### config.mk
export PLATFORM = sky130hd
export DESIGN_NAME = inst_loader
export DESIGN_NICKNAME = d
export VERILOG_FILES = /design/src/rtl/inst_loader.sv
export SDC_FILE = /design/constraint.sdc
export NUM_CORES = 1
export LEC_CHECK = 0
export BUFFER_PORTS_ARGS = -buffer_cell sky130_fd_sc_hd__buf_2
export CAP_MARGIN = 20
export CORE_MARGIN = 5
export CORE_UTILIZATION = 56
export DETAILED_ROUTE_END_ITERATION = 10
export GPL_TIMING_DRIVEN = 0
export PLACE_DENSITY_LB_ADDON = 0.1
export SETUP_SLACK_MARGIN = 0.5
export SYNTH_ARGS = -nofsm -noshare
export SYNTH_HDL_FRONTEND = slang
export SYNTH_SLANG_ARGS = --single-unit
### constraint.sdc
create_clock -name sys_clk -period 2.63 [get_ports sys_clk]
set_clock_uncertainty 0.05 [all_clocks]
set_input_delay 0.1315 -clock sys_clk [delete_from_list [all_inputs] [get_ports sys_clk]]
set_output_delay 0.1315 -clock sys_clk [all_outputs]
set_load 0.005 [all_outputs]
### src/rtl/inst_loader.sv
// Boot-time instruction loader: parses a LEN/payload/CSUM byte stream, writes
// 32-bit words into instruction memory and holds the core until a clean load.
module inst_loader #(
  parameter int ADDR_WIDTH = 12,
  parameter int TIMEOUT    = 1000000
) (
  input  logic                  sys_clk,
  input  logic                  sys_rst,
  input  logic                  start,
  input  logic [7:0]            in_data,
  input  logic                  in_valid,
  output logic                  in_ready,
  output logic                  mem_we,
  output logic [ADDR_WIDTH-1:0] mem_addr,
  output logic [31:0]           mem_wdata,
  output logic                  cpu_hold,
  output logic                  done,
  output logic                  error,
  output logic [ADDR_WIDTH:0]   words_loaded,
  output logic [2:0]            state_dbg
);

  // Stream handshake: a byte moves only in a cycle where in_valid && in_ready;
  // in_data is don't-care otherwise, and in_ready depends on state alone.

  typedef enum logic [2:0] {
    S_LEN_LO = 3'd0,
    S_LEN_HI = 3'd1,
    S_DATA   = 3'd2,
    S_CSUM   = 3'd3,
    S_DONE   = 3'd4,
    S_ERR    = 3'd5
  } state_t;

  localparam int IW = (TIMEOUT > 1) ? $clog2(TIMEOUT + 1) : 1;

  state_t          state, state_nx;
  logic [7:0]      len_lo;
  logic [15:0]     len;
  logic [1:0]      byte_idx;
  logic [23:0]     word_buf;
  logic [7:0]      csum;
  logic [IW-1:0]   idle_cnt;
  logic            accept;
  logic            timed_out;
  logic            last_byte;
  logic            last_word;
  logic [16:0]     len_in;

  assign in_ready  = (state == S_LEN_LO) || (state == S_LEN_HI) ||
                     (state == S_DATA)   || (state == S_CSUM);
  assign done      = (state == S_DONE);
  assign error     = (state == S_ERR);
  assign cpu_hold  = (state != S_DONE);
  assign state_dbg = state;

  assign accept    = in_valid && in_ready;
  assign len_in    = {1'b0, in_data, len_lo};
  assign last_byte = (byte_idx == 2'd3);
  assign last_word = ((17'(words_loaded) + 17'd1) == {1'b0, len});
  // Fires on the TIMEOUT-th consecutive idle cycle of a counting state.
  assign timed_out = !accept && (idle_cnt == IW'(TIMEOUT - 1));

  always_ff @(posedge sys_clk) begin
    if (sys_rst) state <= S_LEN_LO;
    else         state <= state_nx;
  end

  always_comb begin
    state_nx = state;
    case (state)
      S_LEN_LO: if (accept) state_nx = S_LEN_HI;
      S_LEN_HI: begin
        if (accept) begin
          if (len_in > (17'd1 << ADDR_WIDTH)) state_nx = S_ERR;
          else if (len_in == 17'd0)           state_nx = S_CSUM;
          else                                state_nx = S_DATA;
        end else if (timed_out) begin
          state_nx = S_ERR;
        end
      end
      S_DATA: begin
        if (accept && last_byte && last_word) state_nx = S_CSUM;
        else if (timed_out)                   state_nx = S_ERR;
      end
      S_CSUM: begin
        if (accept)         state_nx = (in_data == csum) ? S_DONE : S_ERR;
        else if (timed_out) state_nx = S_ERR;
      end
      S_DONE:  if (start) state_nx = S_LEN_LO;
      S_ERR:   if (start) state_nx = S_LEN_LO;
      default: state_nx = S_LEN_LO;
    endcase
  end

  always_ff @(posedge sys_clk) begin
    if (sys_rst) begin
      len_lo       <= '0;
      len          <= '0;
      byte_idx     <= '0;
      word_buf     <= '0;
      csum         <= '0;
      idle_cnt     <= '0;
      mem_we       <= 1'b0;
      mem_addr     <= '0;
      mem_wdata    <= '0;
      words_loaded <= '0;
    end else begin
      mem_we <= 1'b0;
      case (state)
        S_LEN_LO: begin
          idle_cnt <= '0;
          if (accept) len_lo <= in_data;
        end
        S_LEN_HI: begin
          if (accept) begin
            len      <= len_in[15:0];
            idle_cnt <= '0;
          end else begin
            idle_cnt <= idle_cnt + IW'(1);
          end
        end
        S_DATA: begin
          if (accept) begin
            idle_cnt <= '0;
            csum     <= csum + in_data;
            byte_idx <= byte_idx + 2'd1;
            // The write for a completed word always goes out, whatever comes next.
            if (last_byte) begin
              mem_we       <= 1'b1;
              mem_addr     <= words_loaded[ADDR_WIDTH-1:0];
              mem_wdata    <= {in_data, word_buf};
              words_loaded <= words_loaded + 1'b1;
            end else begin
              word_buf[byte_idx*8 +: 8] <= in_data;
            end
          end else begin
            idle_cnt <= idle_cnt + IW'(1);
          end
        end
        S_CSUM: begin
          if (accept) idle_cnt <= '0;
          else        idle_cnt <= idle_cnt + IW'(1);
        end
        S_DONE, S_ERR: begin
          if (start) begin
            words_loaded <= '0;
            csum         <= '0;
            idle_cnt     <= '0;
            byte_idx     <= '0;
          end
        end
        default: idle_cnt <= '0;
      endcase
    end
  end

endmodule

==> Word level (Yosys, flattened, before mapping) <==
Index checks and enable logic that the tools add are counted.
{ "totals": {"reg_bits": 139, "ramBits": 0, "input_bits": 12, "n_memories": 0, "out_inout_bits": 65, "latch_bits": 0, "wordCells": 83, "mem_bits_ro": 0} }
{ "op_classes": {"bitwise": 3, "n_mux": 25, "n_lt_le_gt_ge": 1, "n_reduce_logical": 21, "n_eq_ne": 14, "div": 0, "multipliers": 0, "add_sub_neg": 6, "shifts": 2} }
{ "op_table": {"columns": ["cell", "n"], "rows": [
  ["$mux 20", 2],
  ["$pmux 20 s2", 1],
  ["$mux 13", 3],
  ["$neg 5->34", 1],
  ["$shift 8x34->24 const A", 1],
  ["$shiftx 8x34->24", 1],
  ["$pmux 13 s2", 1],
  ["$bwmux 24", 1],
  ["$mux 3", 7],
  ["$add 20x1->20 const B", 1],
  ["$eq 20x20->1 const B", 1],
  ["$logic_not 17->1", 1],
  ["$eq 14x16->1", 1],
  ["$gt 16x13->1 const B", 1],
  ["$mux 8", 2],
  ["$pmux 8 s2", 1],
  ["$pmux 3 s5", 1],
  ["$add 13x1->14 const B", 1],
  ["$add 13x1->13 const B", 1],
  ["$reduce_and 3->1", 3],
  ["$add 8x8->8", 1],
  ["$eq 8x8->1", 1],
  ["$eq 3x2->1 const B", 2],
  ["$eq 3x3->1 const B", 2],
  ["other kinds (19)", 34]
]} }

==> Depth between registers and ports, before layout <==
Gate-level depths: netlist of run 1.
{ "logic_depth": {"ltp_word": 10, "ltp_mapped": 10, "ltp_nobuf": 8} }

==> Worst setup path after synthesis of run 1 <==
OpenSTA, ideal clock, no wires.
{ "synth_timing": {"kind": "register to register", "start": "reg words_loaded[0]", "end": "reg state[0] (netlist: state_dbg[0])", "arrival_ns": 1.873, "period_less_slack_ns": 2.039, "path_buffers": 1, "setup_slack_ns": 0.591, "setup_ns": 0.116, "path_stages_with_launch": 9, "required_ns": 2.464, "path_cell_list": "dfxtp_1 > ha_1 > nand3_1 > clkbuf_1 > nor3_1 > nor3b_1 > a31oi_1 > nor4_1 > a41o_1"} }
{ "synth_via": {"elab_chain_cells": 5} }
{ "synth_lines": {"columns": ["element", "line_no", "source"], "rows": [
  ["start: declaration", "19", "output logic [ADDR_WIDTH:0] words_loaded,"],
  ["start signal: assignment", "133", "words_loaded <= words_loaded + 1'b1;"],
  ["$add 13x1->14", "60", "assign last_word = ((17'(words_loaded) + 17'd1) == {1'b0, len});"],
  ["$eq 14x16->1", "60", null],
  ["$logic_and 1x1->1", "83", "if (accept && last_byte && last_word) state_nx = S_CSUM;"],
  ["$mux 3", "83", null],
  ["$pmux 3 s5", "71", "case (state)"],
  ["end signal: assignment", "66", "else state <= state_nx;"],
  ["end: declaration", "37", "state_t state, state_nx;"]
]} }
Every way passes these cells.
A chain may end at the register's enable or synchronous reset.

==> Worst setup path in the final report of run 1 <==
{ "layout_timing": {"start": "reg words_loaded[1]", "end": "reg state[0] (netlist: state_dbg[0])"} }
Same word-level chain as after synthesis.

==> results of run 1 <==
## final timing paths
kind                                       from             to  depth (start not counted)
worst max-delay path            words_loaded[1]   state_dbg[0]                          8
worst min-delay path                 in_data[0]  mem_wdata[24]                          3
worst max register to register  words_loaded[1]   state_dbg[0]                          8
worst min register to register      word_buf[9]    word_buf[9]                          2
## power by group through the flow
| stage | clock network [mW] | logic (mW) | registers, mW |
|---|---|---|---|
| floorplan | 0 | 0.129 | 2.18 |
| global placement | 0 | 0.196 | 2.19 |
| detailed placement | 0 | 0.201 | 2.19 |
| CTS | 2.62 | 0.207 | 2.14 |
| global route | 2.73 | 0.232 | 2.14 |
| finish | 2.61 | 0.211 | 2.14 |
## sequential cells by signal (all words and copies together) (netlist names)
| name | flops |
|---|---|
| csum | 8 |
| byte_idx | 2 |
| mem_addr | 12 |
| words_loaded | 13 |
| len_lo | 8 |
| idle_cnt | 20 |
| len | 16 |
| mem_we | 1 |
| mem_wdata | 32 |
| state_dbg | 3 |
| word_buf | 24 |
## logic make-up (layout without fill, tap and decap cells)
| group | Yosys count | in the layout |
|---|---|---|
| DFF | 139 | 139 |
| xor gates and xnor gates | 34 | 34 |
| adders and majority gates | 15 | 15 |
| and+or+nand+nor | 381 | 381 |
| AOI/OAI and AO/OA | 176 | 176 |
| buffers and inverters | 62 | 171 |
## metal layers
layer,routed length [µm],GRT usage (%),up-vias,share of wire [%]
li1,-,-,2957,-
met1,7450,33.2,2911,43
met5,0,0,-,0
met2,8480,44.6,200,49
met3,952,5.23,32,5.5
met4,357,10.9,0,2.1
## final cells by class
type                       instances  area, µm²  share of cell area, %
clock buffer                      21        450                   5.89
multi-input combinational        606       3350                   43.8
inverter                          10       37.5                  0.491
buffer                            52        255                   3.34
sequential                       139       2790                   36.5
tap                              140        175                   2.29
timing repair buffer              78        400                   5.24
clock inverter                    10        191                   2.50
## worst max-delay path: stages (launching register included)
cell and delay [ps]:
dfxtp_2 390, ha_2 260, nand3_1 180, clkbuf_4 260, nor2_1 170, xor2_1 210, nor3_1 70, a31o_2 220
a41o_1 230
## repair_timing
action	CTS	global route
buffers inserted	1	1
resized for setup	14	34
hold buffers	1	0
hold endpoints to repair	1	0
cloned	0	0
setup endpoints to repair	41	88
pin swaps	1	0
## cells in the final DEF (no fill, tap or decap), types with 17 or more instances in the layout
cell and instances:
nand2_1 185, dfxtp_1 136, a21oi_1 125, buf_2 86, nor2_1 62, nand3_1 42
clkbuf_1 28, xnor2_1 19, nor3_1 18, clkbuf_16 17
==> reports/metrics.csv, run 1 <==
stage,metric,value,unit
status,outcome,"complete, no violations",
cts,clk_pin_slew,60,ps
global_route,gr-usage-all-layers,26.4,%
global_route,grt-ovfl-total,0,
timing,tightest_slew,854,ps
synthesis,netlist_instances,807,
routing,drt_iter0_markers,456,
power,p_int,3.89,mW
power,p_leak,2.95,nW
timing,grt_setup_unrepaired,true,
power,clkPwrFrac,52.6,%
worst_setup_path,crit_type,flop to flop,
timing,whs,15.7,ps
floorplanning,initial_core_util,57.7,%
routing,postRouteWirelength,17.2,mm
power,p_sw,1.07,mW
finish,diodes,0,
placed_design,dp_worst_setup_slack,134,ps
worst_setup_path,cp_data_arrival_time,2410,ps
routing,wire_per_inst,16.3,µm
floorplanning,die_h,116,µm
synthesis,synthArstFlopShare,0,%
finish,design_area,7650,µm²
timing,max_freq,465,MHz
synthesis,synth_ff_type,dfxtp_1,
cts,max-clock-path-buffers,2,
cts,root_buffer,clkbuf_16,
cts,htree_num_levels,4,
timing,setup_viol,0,
timing,fin_tns_setup,0,ps
routing,viasPerCell,5.78,
floorplanning,std_cell_rows,38,
hold_path,hold_path.class,primary input to flop,
synthesis,synth_top_family_by_area,simple AND/OR/NAND/NOR gates,
synthesis,yosys.area_share.simple,27.8,%
synthesis,yosysMostFrequentCell,nand2_1,
power,finalPower,4.96,mW
synthesis,yosys_warnings,0,
cts,cts_sinks,139,
global_route,first_global_vias,5868,
timing,hold_viol,0,
worst_setup_path,start_kind,flop,
synthesis,synthXorXnorAreaFrac,4.72,%
global_route,grt_max_degree,17,
synthesis,yosys.area_share.adder,3.10,%
power,switching_share,21.5,%
timing,slew_violations,0,
power,max-vdd-ir-drop,0.000482,V
finish,drive_gt1_share,17.5,%
finish,n_fill_cell,930,
synthesis,yosysTopAreaCellShare,44.1,%
cts,clk_latency,430,ps
routing,route.detailed.drc,0,
power,pwr-share-comb,4.3,%
worst_setup_path,worstSetupEndpointType,flop,
worst_setup_path,crit_required,2890,ps
synthesis,synth.distinct_cells,57,
power,power_frac_seq,43.2,%
finish,area_growth,21.3,%
floorplanning,die_w,116,µm
floorplanning,core_area,10900,µm²
global_route,grt_pass1_wl,28.1,mm
run,cap_violations,0,
synthesis,avgSynthCellArea,7.81,µm²
floorplanning,boundaryPins,77,
timing,finalCriticalPeriod,2150,ps
cts,cts_tree,built,
placed_design,finalWeightedCongestion,0.860,
synthesis,yosys_register_bits,139,
placed_design,dp_cells,1022,
power,pwr_density_cell,649,nW/µm²
synthesis,yosysTopAreaCell,dfxtp_1,
placed_design,placed_area,6860,µm²
timing,worst_slack,481,ps
placed_design,io_buffer_count,75,
worst_setup_path,rrSetupSlack,480,ps
floorplanning,dieArea,13500,µm²
worst_setup_path,critPathMaxFanout,10,
synthesis,syn-num-nets,834,
routing,via_count,6100,
synthesis,muxShareOfSynthArea,0,%
synthesis,ys_top_cells_by_area,"dfxtp_1, nand2_1, a21oi_1, nor2_1, nand3_1",
synthesis,ys_seq_area_share,44.1,%
placed_design,dp_hpwl,12.1,mm
finish,stdcell_count,1056,
synthesis,synth_common_cells,"nand2_1, dfxtp_1, a21oi_1",
routing,antenna_left,0,
timing,timing.final.crit_share,81.7,%
synthesis,syn-cell-area,6310,µm²
routing,drt_pass1_iterations,5,
synthesis,synth_compound_area_share,16.0,%
finish,fin_nets,931,
synthesis,synth_edf_count,0,
global_route,antenna_found_initial,0,
cts,cts_made_buffers,17,
finish,utilization,69.9,%
timing,max_slew_margin,42.6,%
No activity file was read; power rests on OpenSTA's default activity.
==> run 2: changes to the inputs <==
--- a/config.mk
+++ b/config.mk
@@ -8,7 +8,7 @@
 export BUFFER_PORTS_ARGS = -buffer_cell sky130_fd_sc_hd__buf_2
 export CAP_MARGIN = 20
 export CORE_MARGIN = 5
-export CORE_UTILIZATION = 56
+export CORE_UTILIZATION = 52
 export DETAILED_ROUTE_END_ITERATION = 10
 export GPL_TIMING_DRIVEN = 0
 export PLACE_DENSITY_LB_ADDON = 0.1
==> constraint.sdc (replaced) <==
create_clock -name sys_clk -period 1.9 [get_ports sys_clk]
set_clock_uncertainty 0.05 [all_clocks]
set_input_delay 0.095 -clock sys_clk [delete_from_list [all_inputs] [get_ports sys_clk]]
set_output_delay 0.095 -clock sys_clk [all_outputs]
set_load 0.005 [all_outputs]
==> reports/metrics.csv, run 2 (synthesis results as in run 1) <==
stage,metric,value,unit,change
worst_setup_path,start_kind,flop,,
power,finalPower,7.04,mW,+42%
finish,regMostFlops,mem_wdata,,
cts,cts_sinks,139,,unchanged
timing,max_slew_margin,47.3,%,+4.7 points
global_route,antenna_found_initial,0,,unchanged
global_route,grt_pass1_wl,29.6,mm,+5.3%
worst_setup_path,path_depth,7,,-1
routing,drt_iter0_markers,704,,+54%
timing,fin_tns_setup,-380,ps,-380 ps
finish,multi_input_area,4450,µm²,+33%
routing,postRouteWirelength,21.6,mm,+25%
floorplanning,die_w,120,µm,+3.4%
hold_path,hold_path.class,primary input to flop,,
placed_design,io_buffer_count,75,,unchanged
finish,layout_commonest_cell,nand2_1,,
finish,ff_latch_area,2820,µm²,+1.2%
finish,area_growth,53.6,%,
status,violations,setup timing,,
routing,route.detailed.drc,0,,unchanged
routing,drt_pass1_iterations,6,,+1
worst_setup_path,critPathMaxFanout,4,,-6
worst_setup_path,timing.rr.start,csum[5],,
floorplanning,die_h,120,µm,+3.4%
timing,timing.final.crit_share,107,%,+25 points
timing,worst_slack,-127,ps,-608 ps
finish,largest_register_ffs,32,,unchanged
worst_setup_path,critPathBufInv,0,,-1
timing,setup_viol,4,,+4
hold_path,hold_depth,3,,unchanged
routing,via_count,6656,,+9.1%
floorplanning,std_cell_rows,40,,+5.3%
finish,fin_nets,989,,+6.2%
power,pwr_density_cell,727,nW/µm²,+12%
run,cap_violations,0,,unchanged
finish,n_fill_cell,701,,-25%
worst_setup_path,crit_required,2170,ps,-720 ps
timing,grt_setup_unrepaired,true,,
routing,antenna_left,0,,unchanged
worst_setup_path,r2r.worst_path.cells,7,,-1
worst_setup_path,worstPathCellList,"ha_1, nor3_1, and3_1, a41oi_1, a21oi_1, o32ai_2, a41o_1",,
timing,hold_viol,0,,unchanged
finish,reg_top3,"mem_wdata x32, word_buf x24, idle_cnt x20",,
floorplanning,boundaryPins,77,,unchanged
floorplanning,dieArea,14400,µm²,+7.0%
worst_setup_path,cp_top_family,compound AO/OA/AOI/OAI gates,,
power,p_leak,4.12,nW,+40%
worst_setup_path,cp_data_arrival_time,2290,ps,-120 ps
cts,clk_latency,430,ps,about the same
routing,wire_per_inst,19.2,µm,+18%
worst_setup_path,crit_path_top_delay_cell,ha_1,,
cts,max-clock-path-buffers,2,,unchanged
finish,design_area,9690,µm²,+27%
hold_path,hold_start,in_data[0],,
timing,max_freq,493,MHz,+6.0%
worst_setup_path,slowest_delay,360,ps,-30 ps
cts,root_buffer,clkbuf_16,,
global_route,grt_max_degree,17,,unchanged
timing,finalCriticalPeriod,2030,ps,-122 ps
status,outcome,finished with violations,,
timing,slew_violations,0,,unchanged
floorplanning,initial_core_util,52.7,%,-4.9 points
power,max-vdd-ir-drop,0.000683,V,+42%
placed_design,finalWeightedCongestion,0.868,,+0.94%
routing,viasPerCell,5.93,,+2.7%
cts,cts_tree,built,,
cts,htree_num_levels,4,,unchanged
cts,clk_pin_slew,60,ps,about the same
worst_setup_path,startpoint,csum[5],,
finish,diodes,0,,unchanged
placed_design,dp_hpwl,12.2,mm,+0.62%
worst_setup_path,crit_type,flop to flop,,
finish,drive_gt1_share,44.1,%,+27 points
placed_design,placed_area,7250,µm²,+5.8%
cts,cts_made_buffers,17,,unchanged
floorplanning,core_area,12000,µm²,+9.4%
global_route,first_global_vias,6056,,+3.2%
global_route,grt-ovfl-total,0,,unchanged
finish,layout_common_cells,"nand2_1, dfxtp_1, buf_2",,
timing,tightest_slew,790,ps,-64.1 ps
global_route,gr-usage-all-layers,25.6,%,-0.83 points
worst_setup_path,worstSetupEndpointType,flop,,
==> run 2: changes by cell type in the layout (fill, tap and decap cells not counted), moves of 8 or more <==
cell | previous run | this run
a21oi_1 | 125 | 63
a21oi_2 | 1 | 60
buf_4 | 8 | 32
buf_6 | 1 | 26
clkbuf_1 | 28 | 14
clkbuf_8 | 1 | 10
dfxtp_1 | 136 | 120
dfxtp_2 | 2 | 13
ha_4 | 0 | 8
nand2_1 | 185 | 122
nand2_2 | 1 | 17
nand2_4 | 1 | 46
nor2_1 | 62 | 49
nor2_2 | 1 | 11
==> run 2: final cells by class <==
| class | instances | area share [%] |
|---|---|---|
| Clock inverter | 10 | 1.65 |
| Timing Repair Buffer | 136 | 10.7 |
| Multi-Input combinational cell | 606 | 45.9 |
| Buffer | 52 | 5.28 |
| Inverter | 10 | 0.387 |
| Tap cell | 147 | 1.90 |
| Sequential cell | 139 | 29.1 |
| Clock buffer | 22 | 5.10 |
==> run 2: repair_timing <==
action,in CTS,in global routing
gates cloned,0,6
pin swaps,15,105
setup endpoints to repair,136,141
hold endpoints to repair,9,0
hold buffers,7,0
resized for setup,76,245
setup buffers,20,28
==> run 2: path summary, 6_finish.rpt <==
path                         to  slack (ps)
setup reg to reg   state_dbg[0]        -130
setup / recovery   state_dbg[0]        -130
hold reg to reg     mem_addr[1]         410
hold / removal    mem_wdata[24]          20
==> run 2: where the power goes <==
group          total, mW  switching [mW]  internal [mW]
sequential          2.97          0.0349           2.93
combinational      0.432           0.276          0.156
clock               3.64            1.27           2.37
total               7.04            1.58           5.46
==> run 2: per-layer routing <==
layer | GRT usage (%) | share of wire (%) | vias up
li1 | - | - | 3080
met2 | 43.0 | 50 | 291
met1 | 31.2 | 40 | 3217
met4 | 11.4 | 3.6 | 0
met5 | 0 | 0 | -
met3 | 6.08 | 6.0 | 68
==> run 2: worst min-delay path, delay by kind of cell <==
family	cells	cell delay, ps
simple gates	1	90
compound gates	1	50
buf+inv	1	210
==> run 2: metrics by stage <==
step	hold WS [ps]	std cells	utilization [%]	setup WS (ps)
3_5_place_dp	394	1029	60.6	-278
3_3_place_gp	389	1029	60.6	-265
4_1_cts	3.02	1088	70.7	-96.9
2_1_floorplan	181	807	-	25.2
5_1_grt	1.36	1122	81.0	-203
6_report	15.1	1122	81.0	-127
